===== src/rtl/lsu_pkg.sv =====
// lsu_pkg: shared state encoding, access-mode constants and memory size for the load/store unit
package lsu_pkg;
  typedef enum logic [1:0] {
    IDLE   = 2'd0,
    ACCESS = 2'd1,
    RESP   = 2'd2
  } state_t;
  localparam logic MODE_WORD = 1'b0;
  localparam logic MODE_BYTE = 1'b1;
  localparam int MEM_BYTES_DEF = 2048;
endpackage


===== src/rtl/load_store_unit_if.sv =====
// load_store_unit_if: execute-side request/response channel plus the data-memory strobe bus
interface load_store_unit_if #(
  parameter int ADDR_W = 16,
  parameter int DATA_W = 16
);
  logic req_valid, req_ready, req_write, req_byte, req_signed;
  logic [ADDR_W-1:0] req_addr, mem_address;
  logic [DATA_W-1:0] req_wdata, resp_data, mem_write_data, mem_read_data;
  logic resp_valid, resp_fault, mem_rd, mem_wn, mem_mode;
  modport master (
    output req_valid, req_write, req_byte, req_signed, req_addr, req_wdata, mem_read_data,
    input  req_ready, resp_valid, resp_data, resp_fault,
    input  mem_rd, mem_wn, mem_address, mem_mode, mem_write_data
  );
  modport slave (
    input  req_valid, req_write, req_byte, req_signed, req_addr, req_wdata, mem_read_data,
    output req_ready, resp_valid, resp_data, resp_fault,
    output mem_rd, mem_wn, mem_address, mem_mode, mem_write_data
  );
endinterface


===== src/rtl/load_extend.sv =====
// load_extend: turns raw big-endian memory data into load result (byte lane is the high byte)
module load_extend #(
  parameter int DATA_W = 16
) (
  input  logic [DATA_W-1:0] raw,
  input  logic              byte_acc,
  input  logic              sgn,
  output logic [DATA_W-1:0] data
);
  logic [7:0] b;
  always_comb begin
    b = raw[DATA_W-1 -: 8];
    data = byte_acc ? {{(DATA_W-8){sgn & b[7]}}, b} : raw;
  end
endmodule


===== src/rtl/load_store_unit.sv =====
// load_store_unit: single-outstanding load/store controller for the byte-addressed data memory
module load_store_unit
  import lsu_pkg::*;
#(
  parameter int MEM_BYTES = MEM_BYTES_DEF,
  parameter int ADDR_W = 16,
  parameter int DATA_W = 16
) (
  input logic clk,
  input logic rst,
  load_store_unit_if.slave bus
);
  localparam logic [ADDR_W-1:0] LAST_BYTE = ADDR_W'(MEM_BYTES - 1);
  localparam logic [ADDR_W-1:0] LAST_WORD = ADDR_W'(MEM_BYTES - 2);
  state_t state, state_n;
  logic sgn_q, accept, fault, go_access;
  logic [DATA_W-1:0] ext;
  always_comb begin
    accept = state == IDLE && bus.req_valid;
    fault = bus.req_addr > (bus.req_byte ? LAST_BYTE : LAST_WORD);
    go_access = accept && !fault;
    state_n = state == IDLE ? (accept ? (fault ? RESP : ACCESS) : IDLE) :
              state == ACCESS ? RESP : IDLE;
  end
  always_ff @(posedge clk or posedge rst)
    if (rst) state <= IDLE;
    else state <= state_n;
  // Strobes are loaded on the accept edge so they are clean flops for the whole ACCESS cycle.
  always_ff @(posedge clk or posedge rst)
    if (rst) begin
      sgn_q <= 1'b0;
      bus.mem_rd <= 1'b0;
      bus.mem_wn <= 1'b0;
      bus.mem_address <= '0;
      bus.mem_mode <= MODE_WORD;
      bus.mem_write_data <= '0;
      bus.resp_valid <= 1'b0;
      bus.resp_fault <= 1'b0;
      bus.resp_data <= '0;
    end else begin
      sgn_q <= accept ? bus.req_signed : sgn_q;
      bus.mem_rd <= go_access && !bus.req_write;
      bus.mem_wn <= go_access && bus.req_write;
      bus.mem_address <= go_access ? bus.req_addr : '0;
      bus.mem_mode <= go_access && bus.req_byte ? MODE_BYTE : MODE_WORD;
      bus.mem_write_data <= go_access && bus.req_write ? bus.req_wdata : '0;
      bus.resp_valid <= state_n == RESP;
      bus.resp_fault <= accept && fault;
      bus.resp_data <= bus.mem_rd ? ext : '0;
    end
  assign bus.req_ready = state == IDLE;
  load_extend #(.DATA_W(DATA_W)) u_ext (
    .raw(bus.mem_read_data),
    .byte_acc(bus.mem_mode == MODE_BYTE),
    .sgn(sgn_q),
    .data(ext)
  );
endmodule


===== src/flat_wrapper.sv =====
// flat-port wrapper written by rule: the top's interface ports become plain ports
module load_store_unit_flat import lsu_pkg::*;
#(
  parameter int MEM_BYTES = MEM_BYTES_DEF,
  parameter int ADDR_W = 16,
  parameter int DATA_W = 16
)
  (clk, rst, bus_req_valid, bus_req_write, bus_req_byte, bus_req_signed, bus_req_addr, bus_req_wdata, bus_mem_read_data, bus_req_ready, bus_resp_valid, bus_resp_data, bus_resp_fault, bus_mem_rd, bus_mem_wn, bus_mem_address, bus_mem_mode, bus_mem_write_data);
  load_store_unit_if #(.ADDR_W(ADDR_W), .DATA_W(DATA_W)) bus_i ();
  input logic clk;
  input logic rst;
  input wire logic [$bits(bus_i.req_valid)-1:0] bus_req_valid;
  input wire logic [$bits(bus_i.req_write)-1:0] bus_req_write;
  input wire logic [$bits(bus_i.req_byte)-1:0] bus_req_byte;
  input wire logic [$bits(bus_i.req_signed)-1:0] bus_req_signed;
  input wire logic [$bits(bus_i.req_addr)-1:0] bus_req_addr;
  input wire logic [$bits(bus_i.req_wdata)-1:0] bus_req_wdata;
  input wire logic [$bits(bus_i.mem_read_data)-1:0] bus_mem_read_data;
  output wire logic [$bits(bus_i.req_ready)-1:0] bus_req_ready;
  output wire logic [$bits(bus_i.resp_valid)-1:0] bus_resp_valid;
  output wire logic [$bits(bus_i.resp_data)-1:0] bus_resp_data;
  output wire logic [$bits(bus_i.resp_fault)-1:0] bus_resp_fault;
  output wire logic [$bits(bus_i.mem_rd)-1:0] bus_mem_rd;
  output wire logic [$bits(bus_i.mem_wn)-1:0] bus_mem_wn;
  output wire logic [$bits(bus_i.mem_address)-1:0] bus_mem_address;
  output wire logic [$bits(bus_i.mem_mode)-1:0] bus_mem_mode;
  output wire logic [$bits(bus_i.mem_write_data)-1:0] bus_mem_write_data;
  assign bus_i.req_valid = bus_req_valid;
  assign bus_i.req_write = bus_req_write;
  assign bus_i.req_byte = bus_req_byte;
  assign bus_i.req_signed = bus_req_signed;
  assign bus_i.req_addr = bus_req_addr;
  assign bus_i.req_wdata = bus_req_wdata;
  assign bus_i.mem_read_data = bus_mem_read_data;
  assign bus_req_ready = bus_i.req_ready;
  assign bus_resp_valid = bus_i.resp_valid;
  assign bus_resp_data = bus_i.resp_data;
  assign bus_resp_fault = bus_i.resp_fault;
  assign bus_mem_rd = bus_i.mem_rd;
  assign bus_mem_wn = bus_i.mem_wn;
  assign bus_mem_address = bus_i.mem_address;
  assign bus_mem_mode = bus_i.mem_mode;
  assign bus_mem_write_data = bus_i.mem_write_data;
  load_store_unit #(.MEM_BYTES(MEM_BYTES), .ADDR_W(ADDR_W), .DATA_W(DATA_W)) u_core (.clk(clk), .rst(rst), .bus(bus_i));
endmodule

===== config.mk =====
export PLATFORM = sky130hd
export DESIGN_NAME = load_store_unit_flat
export DESIGN_NICKNAME = d
export VERILOG_FILES = /design/src/rtl/lsu_pkg.sv /design/src/rtl/load_store_unit_if.sv /design/src/rtl/load_extend.sv /design/src/rtl/load_store_unit.sv /design/src/flat_wrapper.sv
export SDC_FILE = /design/constraint.sdc
export NUM_CORES = 1
export LEC_CHECK = 0
export BUFFER_PORTS_ARGS = -buffer_cell sky130_fd_sc_hd__buf_2
export CORE_ASPECT_RATIO = 0.9
export CORE_MARGIN = 3
export CORE_UTILIZATION = 30
export CTS_CLUSTER_SIZE = 10
export DETAILED_ROUTE_END_ITERATION = 10
export HOLD_SLACK_MARGIN = 0.02
export SYNTH_ARGS = -nofsm -noshare
export SYNTH_HDL_FRONTEND = slang
export SYNTH_SLANG_ARGS = --single-unit

===== constraint.sdc =====
create_clock -name clk -period 4.4 [get_ports clk]
set_input_delay 0.88 -clock clk [delete_from_list [all_inputs] [get_ports clk]]
set_output_delay 0.88 -clock clk [all_outputs]
set_load 0.01 [all_outputs]

==> results_tabular.tex, run 1 <==
\begin{tabular}{lr}
\hline
Metric & Value \\
\hline
\multicolumn{2}{l}{\textbf{Timing}} \\
\quad Minimum setup slack in the final design & 1970 ps \\
\quad Unrepaired setup endpoints after global routing & no \\
\quad Maximum clock frequency & 411 MHz \\
\quad Least-Margin Pin Slew & 1010 ps \\
\quad Final hold violation count & 0 \\
\quad Worst hold slack across all endpoints & 555 ps \\
\quad Sum Neg Setup Slack & 0 ps \\
\quad Fin. max-slew vios & 0 \\
\quad Final setup violating endpoints & 0 \\
\quad Setup Skew & 7.63 ps \\
\quad Final worst path period share & 55.2\% \\
\quad Min cycle time layout & 2430 ps \\
\quad Max-slew headroom at the worst pin & 32.7\% \\
\multicolumn{2}{l}{\textbf{Placement}} \\
\quad Worst slack at placement & 1630 ps \\
\quad Inst Count DP & 347 \\
\quad HPWL Detailed & 3610 µm \\
\quad PortBufs & 107 \\
\quad Final weighted congestion in routability-driven placement & 0.696 \\
\multicolumn{2}{l}{\textbf{CTS}} \\
\quad Largest buffer count on any clock path & 2 \\
\quad Number of gates resized after cts & 0 \\
\quad Count of hold buffers inserted by post-cts repair & 0 \\
\quad Latest clock arrival within the worst-skew pair & 300 ps \\
\quad Root buffer cell & clkbuf\_8 \\
\quad Post-CTS Setup Inserts & 0 \\
\quad H-tree levels & 2 \\
\quad Worst-path clk slew & 100 ps \\
\quad TritonCTS Buffers & 5 \\
\quad TritonCTS clock tree & done \\
\quad Total clock sinks & 56 \\
\multicolumn{2}{l}{\textbf{Routing}} \\
\quad Average routed wire per standard cell & 13.7 µm \\
\quad Via-per-instance ratio & 4.38 \\
\quad First drt pass iteration count & 4 \\
\quad Iteration-0 DRC Markers & 28 \\
\quad Detailed-route DRC error count & 0 \\
\quad Drt total wl & 4860 µm \\
\quad Remaining antenna violation count & 0 \\
\quad Total number of vias & 1554 \\
\multicolumn{2}{l}{\textbf{Layout}} \\
\quad Fillcell total & 673 \\
\quad Multi-input combinational cell area & 699 µm² \\
\quad Net count reported at finish & 319 \\
\quad N\_diodes & 0 \\
\quad Relative area change from synthesis to final layout & 33.6\% \\
\quad Proportion of layout cells with a drive suffix above 1 & 51.3\% \\
\quad Area taken by flip-flops and latches & 0.00140 mm² \\
\quad Number of non-filler instances in the completed layout & 355 \\
\multicolumn{2}{l}{\textbf{Global routing}} \\
\quad Overflow left after global routing & 0 \\
\quad Antenna violations before repair & 0 \\
\quad Number of global-route vias before repair & 1574 \\
\quad Aggregate global-route resource usage & 12.1\% \\
\quad Global-route wire length before repair & 7660 µm \\
\quad Pin count of the biggest net entering global routing & 32 \\
\multicolumn{2}{l}{\textbf{Job}} \\
\quad Max-capacitance violation count & 0 \\
\multicolumn{2}{l}{\textbf{Power}} \\
\quad Sequential Power Share & 60.5\% \\
\quad Sw Ratio & 23.1\% \\
\quad Worst supply voltage drop on vdd & 0.131 mV \\
\quad Clock group share of total power & 31.6\% \\
\quad Cell area power density & 303 mW/mm² \\
\quad Switching power summed over all nets & 200 µW \\
\quad Pwr Total & 868 µW \\
\quad Combinational share of power & 7.9\% \\
\quad Static leakage & 0.00156 µW \\
\quad Internal power summed over all cells & 667 µW \\
\multicolumn{2}{l}{\textbf{Critical path}} \\
\quad Worst endpoint required time & 4590 ps \\
\quad Critical setup path kind & input port to flop \\
\quad Data arrival, critical path & 2620 ps \\
\quad Maximum fanout along the worst path & 31 \\
\quad Critical path startpoint category & input port \\
\quad Worst Setup End Kind & flop \\
\multicolumn{2}{l}{\textbf{Yosys}} \\
\quad Async set-reset flop share out of synthesis & 100\% \\
\quad Unique cell type count in the Yosys netlist & 29 \\
\quad Number of synthesized register bits & 56 \\
\quad Cells after Synth & 155 \\
\quad Commonest cells post-synth & 56 x dfrtp\_1, 16 x nor2\_1, 14 x and4bb\_2 \\
\quad Yosys top cell area share & 65.5\% \\
\quad Synthesized area divided by synthesized cell count & 13.8 µm² \\
\quad Cell type with the largest total area after synthesis & dfrtp\_1 \\
\quad Number of synthesized flops with an enable pin & 0 \\
\quad Share of synthesized area occupied by flip-flops and latches & 65.5\% \\
\quad Top flip-flop cell by instance count after synthesis & dfrtp\_1 \\
\quad Synthesis Warnings & 0 \\
\quad Largest cells by area after synthesis & dfrtp\_1 65\%, and4bb\_2 8.2\%, nor3b\_1 4.2\%, mux2i\_1 3.7\%, nor2\_1 2.8\% \\
\quad Post-Synthesis Cell Area & 0.00214 mm² \\
\quad Count leader, synth & dfrtp\_1 \\
\multicolumn{2}{l}{\textbf{Floorplanning}} \\
\quad Die Area & 0.00819 mm² \\
\quad Initial core utilization & 31.7\% \\
\quad Standard-cell row count & 28 \\
\quad IO Pins & 108 \\
\quad Horizontal die dimension & 95.0 µm \\
\quad Placeable core area & 0.00676 mm² \\
\quad Die span in y & 86.1 µm \\
\multicolumn{2}{l}{\textbf{Run status}} \\
\quad Status & finished clean \\
\multicolumn{2}{l}{\textbf{Hold path}} \\
\quad Worst min-delay path category & flop to flop \\
\hline
\end{tabular}
[power by group through the flow]
stage               sequential, µW  combinational [µW]  clock, µW
floorplan                      537                26.6          0
global placement               535                70.1          0
detailed placement             535                70.2          0
CTS                            525                70.8        291
global route                   526                78.4        313
finish                         525                68.6        274
[state kept, by name, indices dropped and copies added (netlist names)]
| name | cells |
|---|---|
| u_core.state | 2 |
| u_core.bus.mem_wn | 1 |
| u_core.bus.mem_mode | 1 |
| u_core.bus.resp_valid | 1 |
| u_core.bus.mem_rd | 1 |
| u_core.bus.mem_write_data | 16 |
| u_core.sgn_q | 1 |
| u_core.bus.resp_data | 16 |
| u_core.bus.mem_address | 16 |
| u_core.bus.resp_fault | 1 |
[layer usage]
layer	wire, µm	share of wire [%]	vias to the layer above	global-route usage [%]
met5	0	0	-	0
li1	-	-	743	-
met3	496	10	5	4.30
met1	2080	43	736	15.1
met4	46	0.95	0	3.93
met2	2240	46	70	19.7
[metrics by stage]
stage          util (%)  cell area [µm²]
6_report           42.3             2860
5_1_grt            42.3             2860
4_1_cts            42.3             2860
3_5_place_dp       41.0             2770
3_3_place_gp       41.0             2770
2_1_floorplan         -             2160
[cell families after synthesis]
family	after synthesis	synth area share, %
muxes	8	3.74
buffers and inverters	14	2.86
other	1	0.175
adders and majority gates	1	0.584
AOI/OAI and AO/OA	4	1.40
and+or+nand+nor	71	25.8
DFF	56	65.5
[placed cells by master (no fill, tap or decap), types with 2 or more instances in the layout]
master	netlist	routed
inv_1	4	3
and4b_1	2	2
nor3_1	2	2
clkbuf_8	0	5
nor2b_1	8	8
dfrtp_1	56	56
conb_1	1	5
buf_2	6	107
mux2i_1	8	8
a21bo_2	2	2
nand4_1	2	2
nor2_1	16	16
and4bb_2	14	14
nor3b_1	12	12
nand3_1	2	2
nand2_1	4	4
[worst paths after layout]
path,start,end,slack (ps),depth (start not counted)
max,bus_req_addr[0],u_core.bus.mem_write_data[13],1970,6
max reg2reg,u_core.state[0],u_core.bus.mem_write_data[6],2630,3
min in group asynchronous,rst,u_core.bus.resp_data[4],620,2
min reg2reg,u_core.sgn_q,u_core.bus.resp_data[15],560,2
max in group asynchronous,rst,u_core.bus.resp_data[9],3000,3
min,u_core.sgn_q,u_core.bus.resp_data[15],560,2
[cell type report]
type | count | share of cell area [%]
multi-input combinational | 89 | 24.5
inverter | 4 | 0.525
timing repair buffer | 108 | 19.0
tap | 90 | 3.94
clock buffer | 6 | 2.54
clock inverter | 2 | 0.569
sequential | 56 | 49.0
[critical path: stages]
cell and delay (ps):
buf_2 70, inv_1 40, ha_1 290, nand4bb_1 220
nor3_4 790, and4bb_2 300
No activity file was read; power rests on OpenSTA's default activity.
==> run 2, diff against run 1 <==
- ABC_AREA: default -> 1
- clock period: 4.4 -> 2.5 ns (I/O delays scaled with it)
==> results_tabular.tex, run 2 <==
\begin{tabular}{lr}
\hline
Metric & Value \\
\hline
\multicolumn{2}{l}{\textbf{Critical path}} \\
\quad Worst path bufs/invs & 1 \\
\quad CP cell instances & buf\_2 \\
\quad Data arrival, critical path & 1230 ps \\
\quad Worst endpoint required time & 2000 ps \\
\quad Master of the slowest instance on the critical path & dfrtp\_1 \\
\quad Worst Setup End Kind & primary output \\
\quad Maximum fanout along the worst path & 19 \\
\quad Crit path max-delay family & flip-flops \\
\quad Delay of the slowest critical-path stage & 690 ps \\
\quad Critical setup path kind & flop to primary output \\
\quad Critical path startpoint category & flop \\
\multicolumn{2}{l}{\textbf{Timing}} \\
\quad Final worst path period share & 69.1\% \\
\quad Final hold violation count & 0 \\
\quad Least-Margin Pin Slew & 540 ps \\
\quad Min cycle time layout & 1730 ps \\
\quad Setup Skew & 5.29 ps \\
\quad Sum Neg Setup Slack & 0 ps \\
\quad Worst hold slack across all endpoints & 245 ps \\
\quad Fin. max-slew vios & 0 \\
\quad Maximum clock frequency & 579 MHz \\
\quad Minimum setup slack in the final design & 773 ps \\
\quad Unrepaired setup endpoints after global routing & no \\
\quad Final setup violating endpoints & 0 \\
\quad Max-slew headroom at the worst pin & 64.0\% \\
\multicolumn{2}{l}{\textbf{CTS}} \\
\quad Worst-path clk slew & 90 ps \\
\quad TritonCTS Buffers & 5 \\
\quad Largest buffer count on any clock path & 2 \\
\quad Count of hold buffers inserted by post-cts repair & 0 \\
\quad Post-CTS Setup Inserts & 0 \\
\quad Root buffer cell & clkbuf\_8 \\
\quad TritonCTS clock tree & done \\
\quad Total clock sinks & 56 \\
\quad Number of gates resized after cts & 0 \\
\quad Latest clock arrival within the worst-skew pair & 300 ps \\
\quad H-tree levels & 2 \\
\multicolumn{2}{l}{\textbf{Layout}} \\
\quad Summed area of non-filler cells in the final layout & 0.00277 mm² \\
\quad Registers with the highest flip-flop counts & u\_core.bus.mem\_address: 16 flops, u\_core.bus.mem\_write\_data: 16 flops, u\_core.bus.resp\_data: 16 flops \\
\quad Net count reported at finish & 366 \\
\quad Relative area change from synthesis to final layout & 36.4\% \\
\quad Leading cell type in the layout, fill and taps excluded & buf\_2 \\
\quad Most frequent cells in the layout & 107 x buf\_2, 58 x nor2\_1, 56 x dfrtp\_1, 36 x inv\_1, 13 x nand2\_1 \\
\quad Proportion of layout cells with a drive suffix above 1 & 41.8\% \\
\quad N\_diodes & 0 \\
\multicolumn{2}{l}{\textbf{Yosys}} \\
\quad Cells after Synth & 195 \\
\quad Unique cell type count in the Yosys netlist & 16 \\
\quad Count leader, synth & nor2\_1 \\
\quad Yosys top cell area share & 69.0\% \\
\quad Commonest cells post-synth & 58 x nor2\_1, 56 x dfrtp\_1, 37 x inv\_1 \\
\quad Share of synthesized area occupied by flip-flops and latches & 69.0\% \\
\quad Synthesis Warnings & 0 \\
\quad Top flip-flop cell by instance count after synthesis & dfrtp\_1 \\
\quad Synthesized area divided by synthesized cell count & 10.4 µm² \\
\quad Largest cells by area after synthesis & dfrtp\_1 69\%, nor2\_1 11\%, inv\_1 6.8\%, nor2\_2 2.8\%, o21ai\_0 2.7\% \\
\quad Cell type with the largest total area after synthesis & dfrtp\_1 \\
\quad Async set-reset flop share out of synthesis & 100\% \\
\quad Number of synthesized flops with an enable pin & 0 \\
\quad Post-Synthesis Cell Area & 0.00203 mm² \\
\quad Number of synthesized register bits & 56 \\
\multicolumn{2}{l}{\textbf{Floorplanning}} \\
\quad IO Pins & 108 \\
\quad Horizontal die dimension & 92.8 µm \\
\quad Placeable core area & 0.00635 mm² \\
\quad Die span in y & 84.1 µm \\
\quad Initial core utilization & 32.0\% \\
\quad Die Area & 0.00780 mm² \\
\quad Standard-cell row count & 27 \\
\multicolumn{2}{l}{\textbf{Power}} \\
\quad Cell area power density & 560 mW/mm² \\
\quad Static leakage & 0.00174 µW \\
\quad Worst supply voltage drop on vdd & 0.189 mV \\
\multicolumn{2}{l}{\textbf{Routing}} \\
\quad Iteration-0 DRC Markers & 41 \\
\quad Via-per-instance ratio & 3.90 \\
\quad Total number of vias & 1552 \\
\quad Average routed wire per standard cell & 11.0 µm \\
\quad First drt pass iteration count & 4 \\
\quad Drt total wl & 4370 µm \\
\quad Detailed-route DRC error count & 0 \\
\quad Remaining antenna violation count & 0 \\
\multicolumn{2}{l}{\textbf{Placement}} \\
\quad Worst slack at placement & 727 ps \\
\quad PortBufs & 107 \\
\quad HPWL Detailed & 3350 µm \\
\quad Placed Instance Area & 0.00268 mm² \\
\quad Final weighted congestion in routability-driven placement & 0.683 \\
\multicolumn{2}{l}{\textbf{Global routing}} \\
\quad Pin count of the biggest net entering global routing & 31 \\
\quad Overflow left after global routing & 0 \\
\quad Number of global-route vias before repair & 1564 \\
\quad Antenna violations before repair & 0 \\
\quad Aggregate global-route resource usage & 11.8\% \\
\quad Global-route wire length before repair & 7260 µm \\
\multicolumn{2}{l}{\textbf{Run status}} \\
\quad Status & finished clean \\
\multicolumn{2}{l}{\textbf{Hold path}} \\
\quad Worst min-delay path category & input port to asynchronous set/reset pin \\
\multicolumn{2}{l}{\textbf{Job}} \\
\quad Max-capacitance violation count & 0 \\
\hline
\end{tabular}
==> run 2: changes by cell type after synthesis, moves of 5 or more <==
cell	change
nor2_1	+42
inv_1	+33
and4bb_2	-14
nor3b_1	-12
o21ai_0	+10
nand2_1	+9
nor2_2	+9
mux2i_1	-8
nor2b_1	-8
buf_2	-5
==> run 2: worst paths after layout <==
kind | startpoint | end | slack (ps) | cells past startpoint
setup reg to reg | u_core.state[0] | u_core.bus.mem_write_data[7] | 1140 | 3
setup / recovery | u_core.bus.mem_mode | bus_mem_mode | 770 | 1
max in group asynchronous | rst | u_core.bus.mem_write_data[14] | 1960 | 3
hold / removal | rst | u_core.bus.mem_address[4] | 240 | 3
min in group clk | bus_req_wdata[4] | u_core.bus.mem_write_data[4] | 390 | 3
hold reg to reg | u_core.sgn_q | u_core.sgn_q | 560 | 2
==> run 2: kinds of logic (layout without fill, tap and decap cells) <==
family	Yosys count	in the layout	share of synthesized area [%]
other cells	1	5	0.185
flops	56	56	69.0
simple gates	85	85	19.2
fa+ha+maj	1	1	0.616
buf+inv	41	153	8.37
compound gates	11	11	2.71
==> run 2: metal layers <==
layer / routed length (µm) / up-vias / track usage, %
met1: 1800 / 694 / 14.1
met2: 2100 / 66 / 19.9
met5: 0 / - / 0
met3: 427 / 5 / 4.60
li1: - / 787 / -
met4: 42 / 0 / 2.80
==> run 2: per-stage QoR <==
| stage | util, % | total power [µW] | std cells |
|---|---|---|---|
| finish | 43.6 | 1550 | 398 |
| global route | 43.6 | 1650 | 398 |
| CTS | 43.6 | 1590 | 398 |
| detailed placement | 42.1 | 1060 | 391 |
| global placement | 42.1 | 1060 | 391 |
| floorplan | - | 993 | 199 |
==> run 2: power by group <==
| group | switching (µW) | internal (µW) | leakage (µW) |
|---|---|---|---|
| clock | 265 | 247 | 0.0000503 |
| sequential | 5.74 | 918 | 0.000764 |
| combinational | 65.2 | 51.6 | 0.000921 |
==> run 2: cell type report <==
type,count,area [µm²]
fill,692,3580
sequential,56,1400
timing repair buffer,109,551
multi-input combinational,102,475
inverter,37,139
tap,87,109
clock buffer,7,96.3
